===== config.mk =====
export PLATFORM = sky130hd
export DESIGN_NAME = servo_pwm_decoder
export DESIGN_NICKNAME = d
export VERILOG_FILES = /design/src/rtl/servo_pwm_decoder_pkg.sv /design/src/rtl/servo_pwm_decoder_step_div.sv /design/src/rtl/servo_pwm_decoder.sv
export SDC_FILE = /design/constraint.sdc
export NUM_CORES = 1
export LEC_CHECK = 0
export CORE_AREA = 2 2 124 126
export DETAILED_ROUTE_END_ITERATION = 10
export DIE_AREA = 0 0 126 128
export PLACE_DENSITY = 0.76
export SKIP_LAST_GASP = 1
export SYNTH_ARGS = -nofsm -noshare
export SYNTH_HDL_FRONTEND = slang
export SYNTH_HIERARCHICAL = 1
export SYNTH_SLANG_ARGS = --single-unit

===== constraint.sdc =====
create_clock -name clk -period 4.65 [get_ports clk]
set_input_delay 0.93 -clock clk [delete_from_list [all_inputs] [get_ports clk]]
set_output_delay 0.93 -clock clk [all_outputs]
set_load 0.02 [all_outputs]

===== src/rtl/servo_pwm_decoder_pkg.sv =====
// Shared timing constants and state types for the servo PWM receive path.
// The transmit side uses the same defaults, so both ends agree on the angle mapping.
package servo_pwm_decoder_pkg;

    localparam int unsigned ANGLE_MAX      = 180;
    localparam int unsigned DEF_FRAME_CLKS = 1000000;
    localparam int unsigned DEF_MIN_HIGH   = 25000;
    localparam int unsigned DEF_MAX_HIGH   = 125000;
    localparam int unsigned DEF_STEP       = (DEF_MAX_HIGH - DEF_MIN_HIGH) / ANGLE_MAX;
    localparam int unsigned DEF_TOL        = 2500;

    typedef enum logic [1:0] {
        ST_IDLE,
        ST_HIGH,
        ST_CHECK
    } meas_state_t;

    typedef enum logic {
        DV_IDLE,
        DV_RUN
    } div_state_t;

    function automatic logic [31:0] sat_inc(input logic [31:0] v, input logic [31:0] lim);
        return (v < lim) ? v + 32'd1 : v;
    endfunction

endpackage


===== src/rtl/servo_pwm_decoder_step_div.sv =====
// Sequential subtract-and-round divider: turns a measured high time into degrees,
// one STEP subtraction per clock, rounding the final remainder to the nearest degree.
module servo_step_div
    import servo_pwm_decoder_pkg::*;
#(
    parameter int unsigned MIN_HIGH = DEF_MIN_HIGH,
    parameter int unsigned STEP     = DEF_STEP
) (
    input  logic        clk,
    input  logic        reset_n,
    input  logic        start,
    input  logic [31:0] count,
    output logic        busy,
    output logic [7:0]  q,
    output logic        done
);

    localparam logic [31:0] MIN_W  = 32'(MIN_HIGH);
    localparam logic [31:0] STEP_W = 32'(STEP);
    localparam logic [31:0] HALF_W = 32'(STEP / 2);
    localparam logic [7:0]  QMAX   = 8'(ANGLE_MAX);

    div_state_t  r_state;
    div_state_t  w_state_nxt;
    logic [31:0] r_rem;
    logic [31:0] w_rem_nxt;
    logic [7:0]  r_q;
    logic [7:0]  w_q_nxt;
    logic [7:0]  w_q_out;
    logic        w_done;

    always_ff @(posedge clk or negedge reset_n) begin
        if (!reset_n) begin
            r_state <= DV_IDLE;
            r_rem   <= '0;
            r_q     <= '0;
        end else begin
            r_state <= w_state_nxt;
            r_rem   <= w_rem_nxt;
            r_q     <= w_q_nxt;
        end
    end

    always_comb begin
        w_state_nxt = r_state;
        w_rem_nxt   = r_rem;
        w_q_nxt     = r_q;
        w_q_out     = r_q;
        w_done      = 1'b0;
        case (r_state)
            DV_RUN: begin
                if (r_rem >= STEP_W && r_q < QMAX) begin
                    w_rem_nxt = r_rem - STEP_W;
                    w_q_nxt   = r_q + 8'd1;
                end else begin
                    w_done      = 1'b1;
                    w_state_nxt = DV_IDLE;
                    if (r_rem >= HALF_W && r_q < QMAX) begin
                        w_q_out = r_q + 8'd1;
                    end
                end
            end
            default: ;
        endcase
        if (start) begin
            w_state_nxt = DV_RUN;
            w_rem_nxt   = (count > MIN_W) ? count - MIN_W : '0;
            w_q_nxt     = '0;
        end
    end

    assign busy = (r_state == DV_RUN);
    assign q    = w_q_out;
    assign done = w_done;

endmodule


===== src/rtl/servo_pwm_decoder.sv =====
// Servo PWM receiver: synchronises pwm_in, measures each high phase, range-checks it
// and hands accepted widths to servo_step_div for conversion back to an angle.
module servo_pwm_decoder
    import servo_pwm_decoder_pkg::*;
#(
    parameter int unsigned FRAME_CLKS = DEF_FRAME_CLKS,
    parameter int unsigned MIN_HIGH   = DEF_MIN_HIGH,
    parameter int unsigned MAX_HIGH   = DEF_MAX_HIGH,
    parameter int unsigned STEP       = DEF_STEP,
    parameter int unsigned TOL        = DEF_TOL
) (
    input  logic        clk,
    input  logic        reset_n,
    input  logic        pwm_in,
    output logic [7:0]  angle,
    output logic        angle_valid,
    output logic [31:0] high_clks,
    output logic        range_err,
    output logic        signal_lost
);

    localparam logic [31:0] LO_LIM   = 32'(MIN_HIGH - TOL);
    localparam logic [31:0] HI_LIM   = 32'(MAX_HIGH + TOL);
    localparam logic [31:0] CNT_SAT  = HI_LIM + 32'd1;
    localparam logic [31:0] WD_ABORT = 32'(FRAME_CLKS);
    localparam logic [31:0] WD_LOST  = 32'(2 * FRAME_CLKS);

    logic [1:0]  r_sync;
    logic        r_prev;
    logic        w_rise;
    logic        w_fall;
    meas_state_t r_state;
    meas_state_t w_state_nxt;
    logic [31:0] r_count;
    logic [31:0] w_count_nxt;
    logic [31:0] r_wd;
    logic        w_start;
    logic        w_err;
    logic        w_div_busy;
    logic        w_div_done;
    logic [7:0]  w_div_q;

    // Reset to 'high' so a line already high at reset never looks like a rising edge.
    always_ff @(posedge clk or negedge reset_n) begin
        if (!reset_n) begin
            r_sync <= '1;
            r_prev <= 1'b1;
        end else begin
            r_sync <= {r_sync[0], pwm_in};
            r_prev <= r_sync[1];
        end
    end

    assign w_rise = r_sync[1] & ~r_prev;
    assign w_fall = ~r_sync[1] & r_prev;

    always_ff @(posedge clk or negedge reset_n) begin
        if (!reset_n) begin
            r_state <= ST_IDLE;
            r_count <= '0;
        end else begin
            r_state <= w_state_nxt;
            r_count <= w_count_nxt;
        end
    end

    // Conversion runs in the divider, so measurement returns to IDLE straight away and
    // a new high phase can be counted while the previous one is still being converted.
    always_comb begin
        w_state_nxt = r_state;
        w_count_nxt = r_count;
        w_start     = 1'b0;
        w_err       = 1'b0;
        case (r_state)
            ST_IDLE: begin
                if (w_rise) begin
                    w_state_nxt = ST_HIGH;
                    w_count_nxt = 32'd1;
                end
            end
            ST_HIGH: begin
                if (r_wd >= WD_ABORT) begin
                    w_err       = 1'b1;
                    w_state_nxt = ST_IDLE;
                end else if (w_fall) begin
                    w_state_nxt = ST_CHECK;
                end else begin
                    w_count_nxt = sat_inc(r_count, CNT_SAT);
                end
            end
            ST_CHECK: begin
                if (r_count < LO_LIM || r_count > HI_LIM) begin
                    w_err       = 1'b1;
                    w_state_nxt = ST_IDLE;
                end else if (!w_div_busy) begin
                    w_start     = 1'b1;
                    w_state_nxt = ST_IDLE;
                end
            end
            default: w_state_nxt = ST_IDLE;
        endcase
    end

    servo_step_div #(
        .MIN_HIGH (MIN_HIGH),
        .STEP     (STEP)
    ) u_div (
        .clk     (clk),
        .reset_n (reset_n),
        .start   (w_start),
        .count   (r_count),
        .busy    (w_div_busy),
        .q       (w_div_q),
        .done    (w_div_done)
    );

    always_ff @(posedge clk or negedge reset_n) begin
        if (!reset_n) begin
            angle       <= 8'd90;
            angle_valid <= 1'b0;
            high_clks   <= '0;
            range_err   <= 1'b0;
            signal_lost <= 1'b1;
            r_wd        <= '0;
        end else begin
            angle_valid <= w_div_done;
            range_err   <= w_err;
            if (w_div_done) begin
                angle <= w_div_q;
            end
            if (w_start) begin
                high_clks <= r_count;
            end
            if (w_rise) begin
                r_wd <= '0;
            end else if (r_wd < WD_LOST) begin
                r_wd <= r_wd + 32'd1;
            end
            if (w_div_done) begin
                signal_lost <= 1'b0;
            end else if (r_wd >= WD_LOST) begin
                signal_lost <= 1'b1;
            end
        end
    end

endmodule


After elaboration in Yosys (flattened, before gate mapping)
Index checks and enable logic that the tools add are counted.

Eq/ne operators: 8. Add/sub/neg operators: 5. Muxes and demuxes: 36. Order comparisons: 10. Reduce and logical (&&, ||, !) cells: 12. Bitwise logic cells: 4.

Operators with widths (number): 32-bit 2-to-1 mux (10); 32-bit by 1-bit adder with 32-bit output (second input constant) (2); 32-bit case mux with 2 select lines (1); 8-bit 2-to-1 mux (6); 32-bit by 10-bit >= comparator with 1-bit output (second input constant) (1); 32-bit by 20-bit >= comparator with 1-bit output (second input constant) (1); 32-bit by 21-bit >= comparator with 1-bit output (second input constant) (1); 32-bit by 9-bit >= comparator with 1-bit output (second input constant) (1); 32-bit by 15-bit greater-than comparator with 1-bit output (second input constant) (1); 32-bit by 17-bit greater-than comparator with 1-bit output (second input constant) (1); 32-bit by 15-bit < comparator with 1-bit output (second input constant) (1); 32-bit by 17-bit < comparator with 1-bit output (second input constant) (1); 32-bit by 21-bit < comparator with 1-bit output (second input constant) (1); 32-bit by 10-bit subtractor with 32-bit output (second input constant) (1); 32-bit by 15-bit subtractor with 32-bit output (second input constant) (1); 1-bit 2-to-1 mux (12); 2-bit 2-to-1 mux (5); 2-bit nonzero test (5); 8-bit by 1-bit adder with 8-bit output (second input constant) (1); 8-bit < comparator (second input constant) (1); 2-bit != test (second input constant) (4); 3-bit != test (second input constant) (2); 2-bit case mux with 3 select lines (1); 5-bit AND reduction (1); 10 further kinds (13).

Logic and storage cells: 88. Output and inout port bits: 43. Input port bits: 3. Flip-flop bits (word level): 153.

Longest topological paths before layout
Gate-level depths: netlist (run 1).

Depth after elaboration: 6. Depth in mapped cells: 14. Gate-level depth less buffers: 11.

By module
Netlist (run 1), hierarchy kept.

By module, submodules not included: servo_pwm_decoder (instances 1, cells each 443, area an instance 5008.6 um^2, sequential area each 2812.7 um^2); servo_step_div (instances 1, cells each 433, area an instance 3393.3 um^2, sequential area each 1026.0 um^2).

Worst setup path after synthesis (run 1)
No wires, ideal clock.

Path kind: flip-flop to flip-flop. Start point: register r_count[11]. End point: register u_div.r_rem[13]. Period minus slack after synthesis: 3.240 ns. Buffers on the path: 6. Cell stages (with the launch flop): 14. Data arrival time: 3.103 ns. Data required time: 4.513 ns. Setup slack: 1.410 ns. Setup time: 0.137 ns. Path through: dfrtp_1 > buf_6 > nor4_1 > o211ai_1 > a211oi_2 > nand2b_1 > or3b_1 > buf_2 > clkbuf_1 > inv_1 > clkbuf_1 > clkbuf_1 > clkbuf_1 > o22ai_1.

Word-level cells in the longest chain between the ends: 6. Elaborated cells on any way between the ends: 12. Those cells by class: add/sub: 1; order compare: 3; mux: 4; reduce/logical: 4.

Ends and longest elaborated chain: start: declaration (RTL line servo_pwm_decoder.sv:34) `logic [31:0] r_count;`; start signal: assignment (RTL line servo_pwm_decoder.sv:63) `r_count <= w_count_nxt;`; 32-bit by 15-bit < comparator with 1-bit output or 32-bit by 17-bit greater-than comparator with 1-bit output (tied branches) (RTL line servo_pwm_decoder.sv:92) `if (r_count < LO_LIM || r_count > HI_LIM) begin`; 1-bit logical OR (*) (RTL line servo_pwm_decoder.sv:92); 1-bit 2-to-1 mux (*) (RTL line servo_pwm_decoder.sv:92); 1-bit 2-to-1 mux (*) (RTL line servo_pwm_decoder.sv:74) `case (r_state)`; named net w_start (RTL line servo_pwm_decoder.sv:37) `logic w_start;`; 2-bit nonzero test (no source line); 2-bit AND reduction (no source line); end signal: assignment (RTL line servo_pwm_decoder_step_div.sv:39) `r_rem <= w_rem_nxt;`; end: declaration (RTL line servo_pwm_decoder_step_div.sv:25) `logic [31:0] r_rem;`.

Mark *: on every way through the listed nets, which the timed path passes. The rest lies on a longest branch. A chain may end at the register's enable or synchronous reset.

Worst setup path after layout (run 1)
Start point: register r_count[11]. End point: register u_div.r_rem[7].

The elaborated chain is that of the path after synthesis.

==> results of run 1 <==
-- cells in the mapped netlist, types with 18 or more instances --
| cell type | n |
|---|---|
| dfrtp_1 | 145 |
| nor2_1 | 88 |
| nand2_1 | 56 |
| and2_1 | 51 |
| nor3_1 | 45 |
| a21oi_1 | 43 |
| clkbuf_1 | 29 |
| xnor2_1 | 29 |
| inv_1 | 27 |
| o21ai_0 | 27 |
| nand3_1 | 26 |
| xor2_1 | 24 |
| nor4_1 | 22 |
| a31oi_1 | 18 |
-- flip-flops by register name, indices dropped and copies added (netlist names) --
name	cells
r_sync	2
signal_lost	1
angle	8
high_clks	32
r_prev	1
u_div/r_q	8
range_err	1
r_wd	32
angle_valid	1
r_count	32
u_div/busy	1
u_div/r_rem	32
r_state	2
-- cell type report --
class | count | share of cell area
multi-input cells | 655 | 0.4482
flip-flops and latches | 153 | 0.4017
repair buffers | 53 | 0.05355
clock buffers | 21 | 0.04923
well taps | 188 | 0.02461
clock inverters | 11 | 0.01178
inverters | 28 | 0.01100
-- routing by layer --
metal / wire length (um) / part of all wire
met3: 1063 / 0.055
met1: 9111 / 0.47
met5: 0 / 0
met2: 8711 / 0.45
met4: 330 / 0.017
-- stage by stage --
step	cells	total power [uW]	instance area [um^2]	hold slack, ns
floorplan	876	1640	8402	0.3452
global placement	1077	1746	8974	0.3461
detailed placement	1077	1754	8974	0.3517
CTS	1109	3122	9557	0.3608
global route	1109	3231	9557	0.3633
finish	1109	3092	9557	0.3586
-- cells by family after synthesis --
group | Yosys count
buffers and inverters | 68
and+or+nand+nor | 377
adders and majority gates | 12
AOI/OAI and AO/OA | 183
xor gates and xnor gates | 53
DFF | 153
muxes | 30
-- critical path: cells and delay by family (launching register included) --
kind | cells | cell delay, ns
AOI/OAI and AO/OA | 5 | 1.47
buffers and inverters | 2 | 0.54
DFF | 1 | 0.50
and+or+nand+nor | 4 | 0.94
-- power by group through the flow --
stage / logic, uW / registers [uW] / clock network, uW
2_1_floorplan: 213 / 1430 / 0
3_3_place_gp: 304 / 1440 / 0
3_5_place_dp: 310 / 1440 / 0
4_1_cts: 313 / 1420 / 1390
5_1_grt: 355 / 1430 / 1450
6_report: 310 / 1420 / 1360
-- how the worst max path moves through the flow --
stage                startpoint              end  cells past startpoint
detailed placement  r_count[11]   u_div/r_rem[2]                     11
finish              r_count[11]   u_div/r_rem[7]                     11
floorplan           r_count[11]  u_div/r_rem[13]                     13
CTS                 r_count[11]   u_div/r_rem[7]                     11
global route        r_count[11]   u_div/r_rem[7]                     11
global placement    r_count[11]   u_div/r_rem[2]                     11
==> results_dict.tcl, run 1 <==
set metrics [dict create \
    powerDensity_nw_per_um2 323.5 \
    irDropWorstVdd_mv 0.3322 \
    clock-root-buffer "clkbuf_16" \
    synth_fa_ha_area_frac 0.01787 \
    netSwitchingPower_uw 833.3 \
    initial_utilization 0.5652 \
    die_y_um 128 \
    drc 0 \
    cpPeakStageDelay_ns 0.58 \
    worstPathRequired_ns 4.99 \
    netlist_top_cells_area "dfrtp_1 (43%), nor2_1 (3.9%), and2_1 (3.8%), xnor2_1 (3.0%), nor3_1 (2.7%)" \
    maxCapViolCount 0 \
    gp_congestion 0.8533 \
    synth_area_per_cell_um2 9.591 \
    worstReg2RegStart "r_count[11]" \
    rr_worst_depth 11 \
    totalWireLength_um 19220 \
    period_needed_ns 3.541 \
    die-width_um 126 \
    grtUsageMet2 0.3792 \
    drive_gt1_frac 0.1140 \
    areaGrowthSynthToFinish_pct 13.75 \
    end_kind "register" \
    worstMarginPinSlew_ns 1.173 \
    holdCritStartpoint "r_sync[0]" \
    post-place-ws_ns 1.165 \
    htreeDepth 4 \
    antenna_found_initial 0 \
    cts_buffer_depth 2 \
    nFillCells 1247 \
    use_met3 0.05885 \
    total_leakage_power_uw 0.004377 \
    hold_depth 0 \
    regArea_um2 3839 \
    yosysTopAreaCell "dfrtp_1" \
    antenna_cells 0 \
    ys_seq_area_frac 0.4569 \
    vias 6772 \
    clk_pin_slew_ns 0.06 \
    grt_max_degree 101 \
    drt-initial-drc-count 765 \
    switching_share 0.2695 \
    internal-power_uw 2259 \
    min_path_type "reg2reg" \
    grt_pass1_wl_um 32820 \
    nets 923 \
    finalSetupTns_ns 0 \
    cts_sinks 153 \
    routedWlPerCell_um 17.33 \
    crit_chain "nor4_1 > o211ai_1 > a211oi_2 > nand2b_1 > or3b_1 > inv_1 > buf_4 > o31a_1 > a21oi_1 > nor2_1 > a2bb2oi_1" \
    layout_common_cells "dfrtp_1 (145), nor2_1 (88), nand2_1 (56)" \
    pwr-share-comb 0.100 \
    synth-simple-area-share 0.2365 \
    cts-hold-fix-buffers 0 \
    ant_nets 0 \
    grt_pass1_vias 6534 \
    critPathMaxFanout 49 \
    critPathLaunchType "register" \
    finalMaxSlewViolations 0 \
    critical_path_class "reg2reg" \
    layout_commonest_cell "dfrtp_1" \
    numPortBuffers 45 \
    fmax_mhz 282.4 \
    cts_made_buffers 17 \
    dp_hpwl_um 12610 \
    r2r_end "u_div/r_rem[7]" \
    rows 45 \
    grt-ovfl-total 0 \
    post_cts_resized 0 \
    cts_tree "done" \
    synthArstFlopShare 1.000 \
    syn-num-nets 891 \
    synth_compound_area_frac 0.1535 \
    synth-xor-area-share 0.05525 \
    syn_area_um2 8402 \
    dieArea_um2 16130 \
    finalCritPeriodShare 0.7614 \
    slowest_stage "o31a_1" \
    rsz0062_at_grt "no" \
    pwr-share-seq 0.460 \
    holdPathEnd "r_sync[1]" \
    ys_ff_latch 153 \
    synth_edf_count 0 \
    insertion_delay_ns 0.42 \
    dr.pass1.iters 5 \
    status "finished, final reports clean" \
    setup_viol 0 \
    syn_inst 876 \
    post_cts_buffers 0 \
    hold_viol 0 \
    skew_ns 0.01094 \
    fin_ws_ns 1.109 \
    p_clk_frac 0.440 \
    slew_headroom 0.2156 \
    ioPinCount 46 \
    core_area_um2 14860 \
    synthMuxAreaShare 0.04587 \
    ys_types 77 \
    via_per_inst 6.106 \
    grt_usage 0.2506 \
    top_usage_layer "met2" \
    yosysTopAreaCellShare 0.4319 \
    synth_top_family_by_area "simple AND/OR/NAND/NOR gates" \
    fin_util 0.6429 \
    critPathArrivalTime_ns 3.88 \
    rrSetupSlack_ns 1.11 \
    synth_flop_cell "dfrtp_1" \
    multi_input_area_um2 4283 \
    globalRouteMet1Util 0.3613 \
    yosysWarnings 6 \
]
(Power assumes the default switching activity.)
==> inputs of run 2 (changes only) <==
- clock period: 4.65 -> 3.4 ns (I/O delays scaled with it)
==> run 2 against run 1 <==
  * Die area unchanged
  * Non-clock buffer count increased by 15
  * Maximum frequency increased by 19%
  * Sequential power increased by 35%
  * Power increased by 38%
  * Critical path type unchanged
  * Largest cell class unchanged
  * Largest power group unchanged
==> results_dict.tcl, run 2 (synthesized netlist as in run 1, its figures left out) <==
set metrics [dict create \
    initial_utilization 0.5652 \
    rows 45 \
    die-width_um 126 \
    cp-startpoint "u_div/r_rem[24]" \
    worstMarginPinSlew_ns 1.164 \
    nets 938 \
    slowest_stage "a311oi_1" \
    maxCapViolCount 0 \
    setup_viol 0 \
    powerDensity_nw_per_um2 441.7 \
    irDropWorstVdd_mv 0.3589 \
    total_leakage_power_uw 0.004464 \
    fmax_mhz 335.8 \
    gp_congestion 0.8645 \
    layout_common_cells "dfrtp_1 (145), nor2_1 (88), nand2_1 (56)" \
    critPathLaunchType "register" \
    slew_headroom 0.2217 \
    status "finished, final reports clean" \
    crit_chain "nor4_2 > nand3_1 > a311oi_1 > nand2_1 > nor3b_2 > nand4_1 > xnor2_1 > mux2_2" \
    via_per_inst 6.035 \
    period_needed_ns 2.978 \
    finalCritPeriodShare 0.8759 \
    finalMaxSlewViolations 0 \
    cts-hold-fix-buffers 0 \
    critPathMaxFanout 8 \
    insertion_delay_ns 0.42 \
    worstPathRequired_ns 3.70 \
    clock-root-buffer "clkbuf_16" \
    ant_nets 0 \
    rsz0062_at_grt "no" \
    cts_sinks 153 \
    critPathArrivalTime_ns 3.28 \
    post_cts_buffers 0 \
    min_path_type "in2async" \
    grt_max_degree 76 \
    cts_made_buffers 17 \
    grt_pass1_vias 6455 \
    routedWlPerCell_um 17.00 \
    critical_path_class "reg2reg" \
    drive_gt1_frac 0.1293 \
    drc 0 \
    antenna_cells 0 \
    clk_pin_slew_ns 0.06 \
    vias 6783 \
    post_cts_resized 0 \
    dr.pass1.iters 5 \
    totalWireLength_um 19110 \
    cpPeakStageDelay_ns 0.56 \
    layout_commonest_cell "dfrtp_1" \
    end_kind "register" \
    areaGrowthSynthToFinish_pct 15.34 \
    numPortBuffers 45 \
    grt_usage 0.2466 \
    cts_buffer_depth 2 \
    hold_viol 0 \
    htreeDepth 4 \
    worstReg2RegStart "u_div/r_rem[24]" \
    grt-ovfl-total 0 \
    dieArea_um2 16130 \
    core_area_um2 14860 \
    antenna_found_initial 0 \
    nFillCells 1242 \
    dp.cells 1092 \
    ioPinCount 46 \
    grt_pass1_wl_um 32370 \
    drt-initial-drc-count 556 \
    post-place-ws_ns 0.4747 \
    fin_ws_ns 0.4218 \
    die_y_um 128 \
    cts_tree "done" \
    finalSetupTns_ns 0 \
    dp_hpwl_um 12840 \
    skew_ns 0.008242 \
    fin_cells 1124 \
]
==> run 2: changes by cell type in the layout (fill, tap and decap cells not counted), sizes merged <==
| cell | change |
|---|---|
| buf | +15 |
| clkbuf | -4 |
| clkinv | +2 |
| bufinv | +1 |
| inv | +1 |
==> run 2: power breakdown <==
part	switching, uW	internal [uW]	total (uW)	leakage (uW)
Sequential	53.2	1870	1920	0.00210
Clock	793	1100	1890	0.000285
Combinational	309	160	469	0.00208
==> run 2: area by class of cell <==
class                           instances  area [um^2]  area share
Multi-Input combinational cell        655         4283      0.4420
Clock inverter                         15        166.4     0.01717
Timing Repair Buffer                   68        636.9     0.06572
Tap cell                              188        235.2     0.02427
Sequential cell                       153         3839      0.3961
Inverter                               28        105.1     0.01085
Clock buffer                           17        425.4     0.04390
==> run 2: per-layer routing <==
metal | part of all wire | global-route usage
met1 | 0.47 | 0.3500
met2 | 0.46 | 0.3805
met3 | 0.049 | 0.05676
met4 | 0.019 | 0.07563
met5 | 0 | 0
==> run 2: stage by stage <==
stage	total power (uW)	utilization	hold WS, ns	instance area [um^2]
floorplan	2243	-	0.3452	8402
global placement	2413	0.6121	0.3458	9099
detailed placement	2417	0.6121	0.3476	9099
CTS	4324	0.6519	0.3083	9691
global route	4472	0.6519	0.3429	9691
finish	4281	0.6519	0.2800	9691
==> run 2: worst paths after layout <==
path / depth (start not counted) / slack (ns) / to
min reg2reg: 0 / 0.36 / r_sync[1]
min in group clk: 0 / 0.36 / r_sync[1]
max: 8 / 0.42 / angle[5]
max in group asynchronous: 2 / 2.24 / angle[1]
max reg2reg: 8 / 0.42 / angle[5]
min: 1 / 0.28 / u_div/r_rem[6]
==> run 2: critical path, delay by kind of cell, from the launching register on <==
family | cells | cell delay, ns
AO/OA/AOI/OAI | 1 | 0.56
XOR/XNOR | 1 | 0.16
flip-flops | 1 | 0.41
multiplexers | 1 | 0.26
AND/OR/NAND/NOR | 5 | 1.47
==> inputs of run 3 (changes only) <==
- MAX_ROUTING_LAYER: unset -> met4
==> run 3 against run 2 <==
  * Worst setup slack improved by 0.0057 ns
  * Die area unchanged
  * Sequential share of layout area unchanged
  * Critical path depth is 3 higher
  * Routed wire length increased by 0.42%
  * Count of clock-buffer cells in the layout stayed put
  * Register-to-register slack about the same
  * Critical path type unchanged
==> results_dict.tcl, run 3 (synthesized netlist as in run 1, its figures left out) <==
set metrics [dict create \
    status "finished, final reports clean" \
    pwr-share-comb 0.109 \
    antenna_cells 0 \
    cts_tree "done" \
    irDropWorstVdd_mv 0.3585 \
    crit_chain "nor3_1 > o211ai_1 > a211oi_2 > nand2b_1 > or3b_1 > inv_1 > o31a_1 > buf_4 > nand2_1 > o2bb2ai_1 > a21oi_1" \
    grt_pass1_wl_um 32430 \
    cp_num_buf_inv 2 \
    skew_ns 0.01005 \
    critPathMaxFanout 11 \
    end_kind "register" \
    switching_share 0.2699 \
    powerDensity_nw_per_um2 441.7 \
    cts_sinks 153 \
    worstPathRequired_ns 3.75 \
    routedWlPerCell_um 17.07 \
    period_needed_ns 2.973 \
    fmax_mhz 336.4 \
    grt_pass1_vias 6465 \
    gp_congestion 0.8785 \
    post-route-cell-area_um2 9691 \
    finalSetupTns_ns 0 \
    cts_made_buffers 17 \
    critPathArrivalTime_ns 3.32 \
    netSwitchingPower_uw 1155 \
    setup_viol 0 \
    initial_utilization 0.5652 \
    slew_headroom 0.2239 \
    critPathLaunchType "register" \
    grt_usage 0.2545 \
    fin_util 0.6519 \
    dp_hpwl_um 12840 \
    multi_input_area_um2 4283 \
    layout_commonest_cell "dfrtp_1" \
    post_cts_resized 0 \
    worstMarginPinSlew_ns 1.160 \
    clk_pin_slew_ns 0.06 \
    cpPeakStageDelay_ns 0.50 \
    post_cts_buffers 0 \
    totalWireLength_um 19190 \
    die-width_um 126 \
    path_delay_family "compound AO/OA/AOI/OAI gates" \
    core_area_um2 14860 \
    maxCapViolCount 0 \
    critical_path_class "reg2reg" \
    layout_common_cells "dfrtp_1 (145), nor2_1 (88), nand2_1 (56)" \
    total_leakage_power_uw 0.004464 \
    dr.pass1.iters 6 \
    slowest_stage "dfrtp_1" \
    min_path_type "in2async" \
    finalMaxSlewViolations 0 \
    areaGrowthSynthToFinish_pct 15.34 \
    clock-root-buffer "clkbuf_16" \
    antenna_found_initial 0 \
    cts_buffer_depth 2 \
    ant_nets 0 \
    nFillCells 1242 \
    vias 6848 \
    cts-hold-fix-buffers 0 \
    grt_max_degree 76 \
    regArea_um2 3839 \
    drive_gt1_frac 0.1293 \
    die_y_um 128 \
    numPortBuffers 45 \
    htreeDepth 4 \
    insertion_delay_ns 0.42 \
    finalCritPeriodShare 0.8743 \
    nets 938 \
    p_clk_frac 0.442 \
    dieArea_um2 16130 \
    internal-power_uw 3125 \
    hold_viol 0 \
    grt-ovfl-total 0 \
    place_area_um2 9099 \
    pwr-share-seq 0.449 \
    rows 45 \
    ioPinCount 46 \
    drt-initial-drc-count 528 \
    drc 0 \
    rsz0062_at_grt "no" \
    via_per_inst 6.093 \
]
-- run 3: cell counts in the layout (fill, tap and decap cells not counted) --
Identical to the previous run, type by type.
-- run 3: per-stage QoR --
stage	hold slack, ns	total power, uW	std cells	worst slack (ns)
5_1_grt	0.3430	4473	1124	0.1159
2_1_floorplan	0.3452	2243	876	0.1602
3_5_place_dp	0.3476	2417	1092	0.4747
4_1_cts	0.3083	4324	1124	0.4220
3_3_place_gp	0.3458	2413	1092	0.5339
6_report	0.2738	4281	1124	0.4275
-- run 3: metal layers --
| layer | part of all wire | wire length (um) | global-route usage |
|---|---|---|---|
| met1 | 0.47 | 9012 | 0.3517 |
| met2 | 0.46 | 8891 | 0.3814 |
| met3 | 0.050 | 952 | 0.05509 |
| met4 | 0.017 | 335 | 0.07563 |
| met5 | 0 | 0 | - |
-- run 3: layout make-up --
type | count | share of cell area
Clock buffer | 17 | 0.04390
Inverter | 28 | 0.01085
Multi-Input combinational cell | 655 | 0.4420
Clock inverter | 15 | 0.01717
Tap cell | 188 | 0.02427
Timing Repair Buffer | 68 | 0.06572
Sequential cell | 153 | 0.3961
-- run 3: path summary, 6_finish.rpt --
kind	endpoint	slack (ns)	depth (start not counted)	start
worst max-delay path	u_div/r_rem[14]	0.43	11	r_count[7]
worst min-delay path	u_div/r_rem[6]	0.27	1	reset_n
worst max register to register	u_div/r_rem[14]	0.43	11	r_count[7]
worst min register to register	r_sync[1]	0.36	0	r_sync[0]
max in group asynchronous	angle[1]	2.23	2	reset_n
min in group clk	r_sync[1]	0.36	0	r_sync[0]
-- run 3: power groups by stage --
stage	combinational (uW)	clock [uW]	sequential [uW]
after global placement	459	0	1950
after detailed placement	461	0	1960
after global routing	530	2020	1930
after floorplan	291	0	1950
final	468	1890	1920
after CTS	470	1930	1920
